[src/rtl/aardvark_pkg.sv]
// Shared definitions for the aardvark datapath: ALU operation codes (also
// produced by the ALU control unit), sequencer state encoding, default widths.
package aardvark_pkg;

    localparam int ALU_WIDTH = 8;
    localparam int ALU_SHW   = 3;

    typedef enum logic [2:0] {
        ALU_ILL0 = 3'b000,
        ALU_ADD  = 3'b001,
        ALU_NAND = 3'b010,
        ALU_SLT  = 3'b011,
        ALU_SL   = 3'b100,
        ALU_SR   = 3'b101,
        ALU_BEQ  = 3'b110,
        ALU_ILL7 = 3'b111
    } alu_op_e;

    typedef enum logic [1:0] {
        ST_IDLE  = 2'd0,
        ST_EXEC  = 2'd1,
        ST_SHIFT = 2'd2,
        ST_DONE  = 2'd3
    } alu_state_e;

    // Shift operations run through the multi-cycle shifter, everything else
    // completes through the single-cycle combinational ALU.
    function automatic logic is_shift_op(input logic [2:0] code);
        return (code == ALU_SL) || (code == ALU_SR);
    endfunction

endpackage

[src/rtl/alu_comb.sv]
// Single-cycle combinational ALU: add, nand, slt, beq-compare and the
// illegal-code response. Shift codes are handled by the sequencer instead.
module alu_comb
    import aardvark_pkg::*;
#(
    parameter int WIDTH = ALU_WIDTH
) (
    input  alu_op_e          op,
    input  logic [WIDTH-1:0] a,
    input  logic [WIDTH-1:0] b,
    output logic [WIDTH-1:0] res,
    output logic             carry,
    output logic             zero,
    output logic             illegal
);

    logic [WIDTH:0] sum;

    // Operation select; zero is derived from the selected result so that
    // beq reports equality and illegal codes report zero=1.
    always_comb begin
        sum     = {1'b0, a} + {1'b0, b};
        res     = '0;
        carry   = 1'b0;
        illegal = 1'b0;
        case (op)
            ALU_ADD: begin
                res   = sum[WIDTH-1:0];
                carry = sum[WIDTH];
            end
            ALU_NAND: res = ~(a & b);
            ALU_SLT:  res = ($signed(a) < $signed(b)) ? WIDTH'(1) : '0;
            ALU_BEQ:  res = a - b;
            ALU_SL, ALU_SR: res = '0;
            default:  illegal = 1'b1;
        endcase
        zero = (res == '0);
    end

endmodule

[src/rtl/alu_exec.sv]
// Sequenced ALU execution unit. Handshake: start is sampled only while idle
// (busy=0); an accepted request raises busy the next cycle, and completion is
// signalled by a one-cycle done pulse with result/flags valid, after which busy
// drops. Requests presented while busy (including the done cycle) are dropped.
module alu_exec
    import aardvark_pkg::*;
#(
    parameter int WIDTH = ALU_WIDTH,
    parameter int SHW   = ALU_SHW
) (
    input  logic             clk,
    input  logic             rst_n,
    input  logic [2:0]       ALUctrlbits,
    input  logic [WIDTH-1:0] op_a,
    input  logic [WIDTH-1:0] op_b,
    input  logic             start,
    output logic             busy,
    output logic             done,
    output logic [WIDTH-1:0] result,
    output logic             zero,
    output logic             carry,
    output logic             illegal
);

    alu_state_e       state_q, state_d;
    alu_op_e          op_q, op_d;
    logic [WIDTH-1:0] a_q, a_d;       // operand A, doubles as shift working register
    logic [WIDTH-1:0] b_q, b_d;
    logic [SHW-1:0]   cnt_q, cnt_d;   // remaining shift steps
    logic [WIDTH-1:0] result_q, result_d;
    logic             zero_q, zero_d;
    logic             carry_q, carry_d;
    logic             illegal_q, illegal_d;

    logic [WIDTH-1:0] comb_res;
    logic             comb_carry, comb_zero, comb_illegal;

    alu_comb #(.WIDTH(WIDTH)) u_alu_comb (
        .op      (op_q),
        .a       (a_q),
        .b       (b_q),
        .res     (comb_res),
        .carry   (comb_carry),
        .zero    (comb_zero),
        .illegal (comb_illegal)
    );

    // Sequencer: latch request in IDLE, compute/shift, publish result in DONE.
    always_comb begin
        state_d   = state_q;
        op_d      = op_q;
        a_d       = a_q;
        b_d       = b_q;
        cnt_d     = cnt_q;
        result_d  = result_q;
        zero_d    = zero_q;
        carry_d   = carry_q;
        illegal_d = illegal_q;
        case (state_q)
            ST_IDLE: begin
                if (start) begin
                    op_d    = alu_op_e'(ALUctrlbits);
                    a_d     = op_a;
                    b_d     = op_b;
                    cnt_d   = op_b[SHW-1:0];
                    state_d = is_shift_op(ALUctrlbits) ? ST_SHIFT : ST_EXEC;
                end
            end
            ST_EXEC: begin
                result_d  = comb_res;
                zero_d    = comb_zero;
                carry_d   = comb_carry;
                illegal_d = comb_illegal;
                state_d   = ST_DONE;
            end
            ST_SHIFT: begin
                if (cnt_q == '0) begin
                    result_d  = a_q;
                    zero_d    = (a_q == '0);
                    carry_d   = 1'b0;
                    illegal_d = 1'b0;
                    state_d   = ST_DONE;
                end else begin
                    a_d   = (op_q == ALU_SL) ? (a_q << 1) : (a_q >> 1);
                    cnt_d = cnt_q - SHW'(1);
                end
            end
            ST_DONE: state_d = ST_IDLE;
            default: state_d = ST_IDLE;
        endcase
    end

    // State and datapath registers with asynchronous clear.
    always_ff @(posedge clk or negedge rst_n) begin
        if (!rst_n) begin
            state_q   <= ST_IDLE;
            op_q      <= ALU_ILL0;
            a_q       <= '0;
            b_q       <= '0;
            cnt_q     <= '0;
            result_q  <= '0;
            zero_q    <= 1'b0;
            carry_q   <= 1'b0;
            illegal_q <= 1'b0;
        end else begin
            state_q   <= state_d;
            op_q      <= op_d;
            a_q       <= a_d;
            b_q       <= b_d;
            cnt_q     <= cnt_d;
            result_q  <= result_d;
            zero_q    <= zero_d;
            carry_q   <= carry_d;
            illegal_q <= illegal_d;
        end
    end

    assign busy    = (state_q != ST_IDLE);
    assign done    = (state_q == ST_DONE);
    assign result  = result_q;
    assign zero    = zero_q;
    assign carry   = carry_q;
    assign illegal = illegal_q;

endmodule
[config.mk]
export PLATFORM = sky130hd
export DESIGN_NAME = alu_exec
export DESIGN_NICKNAME = d
export VERILOG_FILES = /design/src/rtl/aardvark_pkg.sv /design/src/rtl/alu_comb.sv /design/src/rtl/alu_exec.sv
export SDC_FILE = /design/constraint.sdc
export NUM_CORES = 1
export LEC_CHECK = 0
export CAP_MARGIN = 20
export CORE_MARGIN = 8
export CORE_UTILIZATION = 50
export CTS_BUF_LIST = sky130_fd_sc_hd__clkbuf_4 sky130_fd_sc_hd__clkbuf_8 sky130_fd_sc_hd__clkbuf_16
export CTS_CLUSTER_DIAMETER = 30
export CTS_CLUSTER_SIZE = 20
export DETAILED_ROUTE_END_ITERATION = 8
export GPL_TIMING_DRIVEN = 0
export PLACE_DENSITY = 0.77
export SLEW_MARGIN = 10
export SYNTH_ARGS = -nofsm -noshare
export SYNTH_HDL_FRONTEND = slang
export SYNTH_SLANG_ARGS = --single-unit
[constraint.sdc]
create_clock -name clk -period 6.6 [get_ports clk]
set_input_delay 1.98 -clock clk [delete_from_list [all_inputs] [get_ports clk]]
set_output_delay 1.98 -clock clk [all_outputs]
set_load 0.01 [all_outputs]
; ---- Word-level counts from Yosys, hierarchy flattened
; Cells that the tools add are included.
[op_classes]
add_sub_neg = 3
n_lt_le_gt_ge = 1
eq_ne = 14
n_mux = 22
bitwise = 2
reduce_logical = 13
[ops]
columns = operator, count
row1 = 8-bit two-way mux, 4
row2 = 8-bit one-hot mux with 2 select lines, 2
row3 = 8-bit one-hot mux with 4 select lines, 1
row4 = 8-bit logical NOT, 2
row5 = "3-bit == test, second input constant", 5
row6 = 8-bit by 8-bit adder with 9-bit output, 1
row7 = 8-bit bitwise AND, 1
row8 = 8-bit less-than comparator, 1
row9 = 8-bit inverter, 1
row10 = 2-bit one-hot mux with 4 select lines, 1
row11 = 8-bit subtractor, 1
row12 = "3-bit by 2-bit == test with 1-bit output, second input constant", 2
row13 = 2-bit two-way mux, 3
row14 = 3-bit two-way mux, 2
row15 = "2-bit inequality test, second input constant", 3
row16 = 1-bit one-hot mux with 2 select lines, 3
row17 = 3-bit one-hot mux with 2 select lines, 1
row18 = 2-bit AND reduction, 3
row19 = 2-bit nonzero test, 3
row20 = 6-bit OR reduction, 1
row21 = 1-bit two-way mux, 5
row22 = "2-bit == test, second input constant", 2
row23 = "3-bit by 1-bit == test with 1-bit output, second input constant", 1
row24 = 3-bit logical NOT, 1
row25 = other kinds (5), 5
[totals]
register_bits = 35
out_inout_bits = 13

; ---- Longest topological paths before layout
[depth]
word_depth = 5
ltp_mapped = 11
mapped_depth_nobuf = 11

; ---- By module
; A second synthesis with hierarchy kept.
[unflattened]
cells_unflattened = 303
area_unflattened_um2 = 2886.5
[by_module_without_submodules]
columns = module, n_inst, cells_per_inst, area_each_um2, seq_area_each_um2
row1 = alu_exec, 1, 168, 1850.5, 875.8
row2 = alu_comb, 1, 135, 1036.0, 0.0

; ---- Least setup slack after synthesis
; No wires, ideal clock.
[synth_path]
kind = in2reg
start = input port start
end = register cnt_q[1]
setup_ns = 0.133
t_arrival_ns = 2.738
setup_slack_ns = 3.729
cell_stages = 5
path_cell_list = nor2_1 -> a211o_1 -> clkbuf_1 -> a211oi_1 -> a21oi_1
[synth_via]
elab_chain_len = 2
[synth_rtl]
columns = element, line
row1 = start: declaration, alu_exec.sv:16  ; input logic start,
row2 = 2-bit inequality test (no line), --
row3 = 3-bit AND reduction (no line), --
row4 = end signal: assignment, alu_exec.sv:110  ; cnt_q <= cnt_d;
row5 = end: declaration, alu_exec.sv:29  ; logic [SHW-1:0] cnt_q, cnt_d;
; Every way passes these cells.
; A chain may end at the register's enable or synchronous reset.

; ---- Final worst setup path
[layout_path]
start = register state_q[0]
end = output port busy
[layout_via]
elab_chain_len = 1
[layout_rtl]
columns = element, line
row1 = start: declaration, alu_exec.sv:25  ; alu_state_e state_q, state_d;
row2 = start signal: assignment, alu_exec.sv:106  ; state_q <= state_d;
row3 = 2-bit nonzero test, alu_exec.sv:118  ; assign busy = (state_q != ST_IDLE);
row4 = end: declaration, alu_exec.sv:17  ; output logic busy,
; Every way passes these cells.

==> results.sh <==
export IMPL_initialDrtViolationCount=155
export IMPL_syn_area_um2=2630
export IMPL_worstPathRequired_ns=4.62
export IMPL_dieArea_um2=7830
export IMPL_synth_warnings=0
export IMPL_cts_inserted_buffers=5
export IMPL_drive_gt1_share_pct=10.5
export IMPL_rsz0062_at_grt="false"
export IMPL_cts_tree="done"
export IMPL_worstPathArrival_ns=1.62
export IMPL_detail_route_wl_per_cell_um=15.8
export IMPL_min_path_type="flop to flop"
export IMPL_detail_route_antenna_nets=0
export IMPL_synth_seq_area_share_pct=33.3
export IMPL_die_h_um=88.5
export IMPL_grt_ovfl_total=0
export IMPL_post_cts_resized=0
export IMPL_fin_cells=414
export IMPL_clock_sinks=35
export IMPL_grt_max_degree=36
export IMPL_place_inst=406
export IMPL_synth_top_area_share_pct=33.3
export IMPL_postCtsSetupRepairBufs=0
export IMPL_synth_edff_count=0
export IMPL_period_share_pct=54.5
export IMPL_max_cap_violations=0
export IMPL_vias=2370
export IMPL_synth_main_ff_cell="dfrtp_1"
export IMPL_syn_num_nets=348
export IMPL_drv_slew=0
export IMPL_fin_tns_setup_ns=0
export IMPL_yosysTopAreaCell="dfrtp_1"
export IMPL_slew_limit_headroom_pct=45.7
export IMPL_fmax_ghz=0.278
export IMPL_first_global_vias=2383
export IMPL_cts_max_level=2
export IMPL_power_leakage_nw=1.41
export IMPL_synth_most_common_cell="dfrtp_1"
export IMPL_fin_worst_skew_ns=0.00456
export IMPL_die_w_um=88.5
export IMPL_tightest_slew_ns=0.814
export IMPL_ios=35
export IMPL_rows=26
export IMPL_setup_violations=0
export IMPL_start_util_pct=51.5
export IMPL_drtPass1Iterations=5
export IMPL_drc_errors=0
export IMPL_portBuffers=34
export IMPL_utilization_pct=62.1
export IMPL_core_area_um2=5110
export IMPL_clk_pin_slew_worst_paths_ns=0.08
export IMPL_fin_crit_ns=3.60
export IMPL_antenna_cells=0
export IMPL_ys_async_sr_fraction_pct=100
export IMPL_nets=389
export IMPL_antenna_found_initial=0
export IMPL_outcome="complete, no violations"
export IMPL_grt_pass1_wl_mm=11.3
export IMPL_synthCells=302
export IMPL_syn_avg_cell_area_um2=8.70
export IMPL_crit_fanout=4
export IMPL_synth_area_leaders="dfrtp_1, ha_1, mux2_2"
export IMPL_ys_types=55
export IMPL_syn_to_final_growth_pct=20.7
export IMPL_power_density_nw_per_um2=604
export IMPL_vdd_drop_max_mv=0.249
export IMPL_worst_setup_path_start_kind="flop"
export IMPL_cts_buffer_depth=2
export IMPL_dp_hpwl_mm=5.00
export IMPL_avgViaCountPerCell=5.72
export IMPL_place_congestion=0.959
export IMPL_ys_ff_latch=35
export IMPL_insertion_delay_ns=0.30
export IMPL_critPathKind="flop to output port"
export IMPL_synth_common_cells="dfrtp_1, nor2_1, nand2_1, o21ai_0, a21oi_1"
export IMPL_routed_wl_mm=6.55
export IMPL_crit_path_end_kind="output port"
export IMPL_grt_total_usage_pct=18.4
export IMPL_cts_root_buf="clkbuf_8"
export IMPL_ctsHoldBuffers=0
export IMPL_finalHoldViolations=0
## flip-flops by register name (all words and copies together), names as in the netlist
name and flops:
a_q 8, illegal 1, state_q 2, carry 1
b_q 8, op_q 3, cnt_q 3, zero 1
result 8
## metrics by stage
stage               hold slack (ns)  worst slack, ns  power, mW  instance area [um^2]
floorplan                     0.484             3.73       1.35                  2630
global placement              0.464             2.74       1.67                  3060
detailed placement            0.465             2.97       1.70                  3050
CTS                           0.483             2.99       1.91                  3170
global route                  0.496             2.91       2.10                  3170
finish                        0.481             3.00       1.92                  3170
## cell families (layout without fill, tap and decap cells)
group           after synthesis  after routing  synth area share, %
compound gates               88             88                 21.8
xor+xnor                      4              4                 1.33
fa+ha+maj                    24             24                 12.0
buf+inv                      34             76                 5.43
flops                        35             35                 33.3
mux                          22             22                 8.95
simple gates                 95             95                 17.2
## placed cells by master, fill, tap and decap left out, types with 3 or more instances in the layout
master / synthesis / layout
a21oi_1: 23 / 23
ha_1: 22 / 22
o21ai_0: 26 / 26
o22ai_1: 3 / 3
o31ai_1: 4 / 4
clkbuf_8: 0 / 6
buf_2: 3 / 4
a211oi_1: 5 / 5
nand2_1: 26 / 26
mux2_2: 12 / 12
nor2b_1: 7 / 7
clkdlybuf4s50_1: 0 / 33
clkbuf_1: 10 / 10
and3_1: 3 / 3
nor2_1: 34 / 34
inv_1: 18 / 18
nor3_1: 4 / 4
nand2b_1: 7 / 7
dfrtp_1: 35 / 35
mux2i_1: 10 / 10
## worst max-delay path, stage by stage, from the launching register on
cell and delay, ns:
dfrtp_1 0.37, inv_1 0.09, ha_1 0.24, inv_1 0.08, clkdlybuf4s50_1 0.53
## final timing paths
| check | from | to | slack [ns] | depth (start not counted) |
|---|---|---|---|---|
| min in group asynchronous | rst_n | b_q[4] | 1.77 | 1 |
| setup / recovery | state_q[0] | busy | 3.00 | 4 |
| hold / removal | result[1] | result[1] | 0.48 | 2 |
| hold reg to reg | result[1] | result[1] | 0.48 | 2 |
| max in group asynchronous | rst_n | cnt_q[1] | 4.32 | 1 |
| setup reg to reg | a_q[4] | result[5] | 3.94 | 9 |
## power by group
| group | internal [mW] | total (mW) | switching [mW] |
|---|---|---|---|
| registers | 0.322 | 0.432 | 0.110 |
| clock network | 0.124 | 0.213 | 0.0882 |
| logic | 0.556 | 1.27 | 0.716 |
| total | 1.00 | 1.92 | 0.914 |
## layer usage
metal	wire length, um	vias up	global-route usage (%)
li1	-	1152	-
met1	2920	1111	22.8
met2	3020	91	30.1
met3	433	16	3.71
met4	178	0	8.14
met5	0	-	0
## layout make-up
type,count,area [um^2]
buffer,15,71.3
clock buffer,6,82.6
clock inverter,2,38.8
fill,473,1930
inverter,19,71.3
multi-input combinational,233,1610
sequential,35,876
tap,70,87.6
timing repair buffer,34,335
Note: power is estimated with default switching activity, not from simulation.
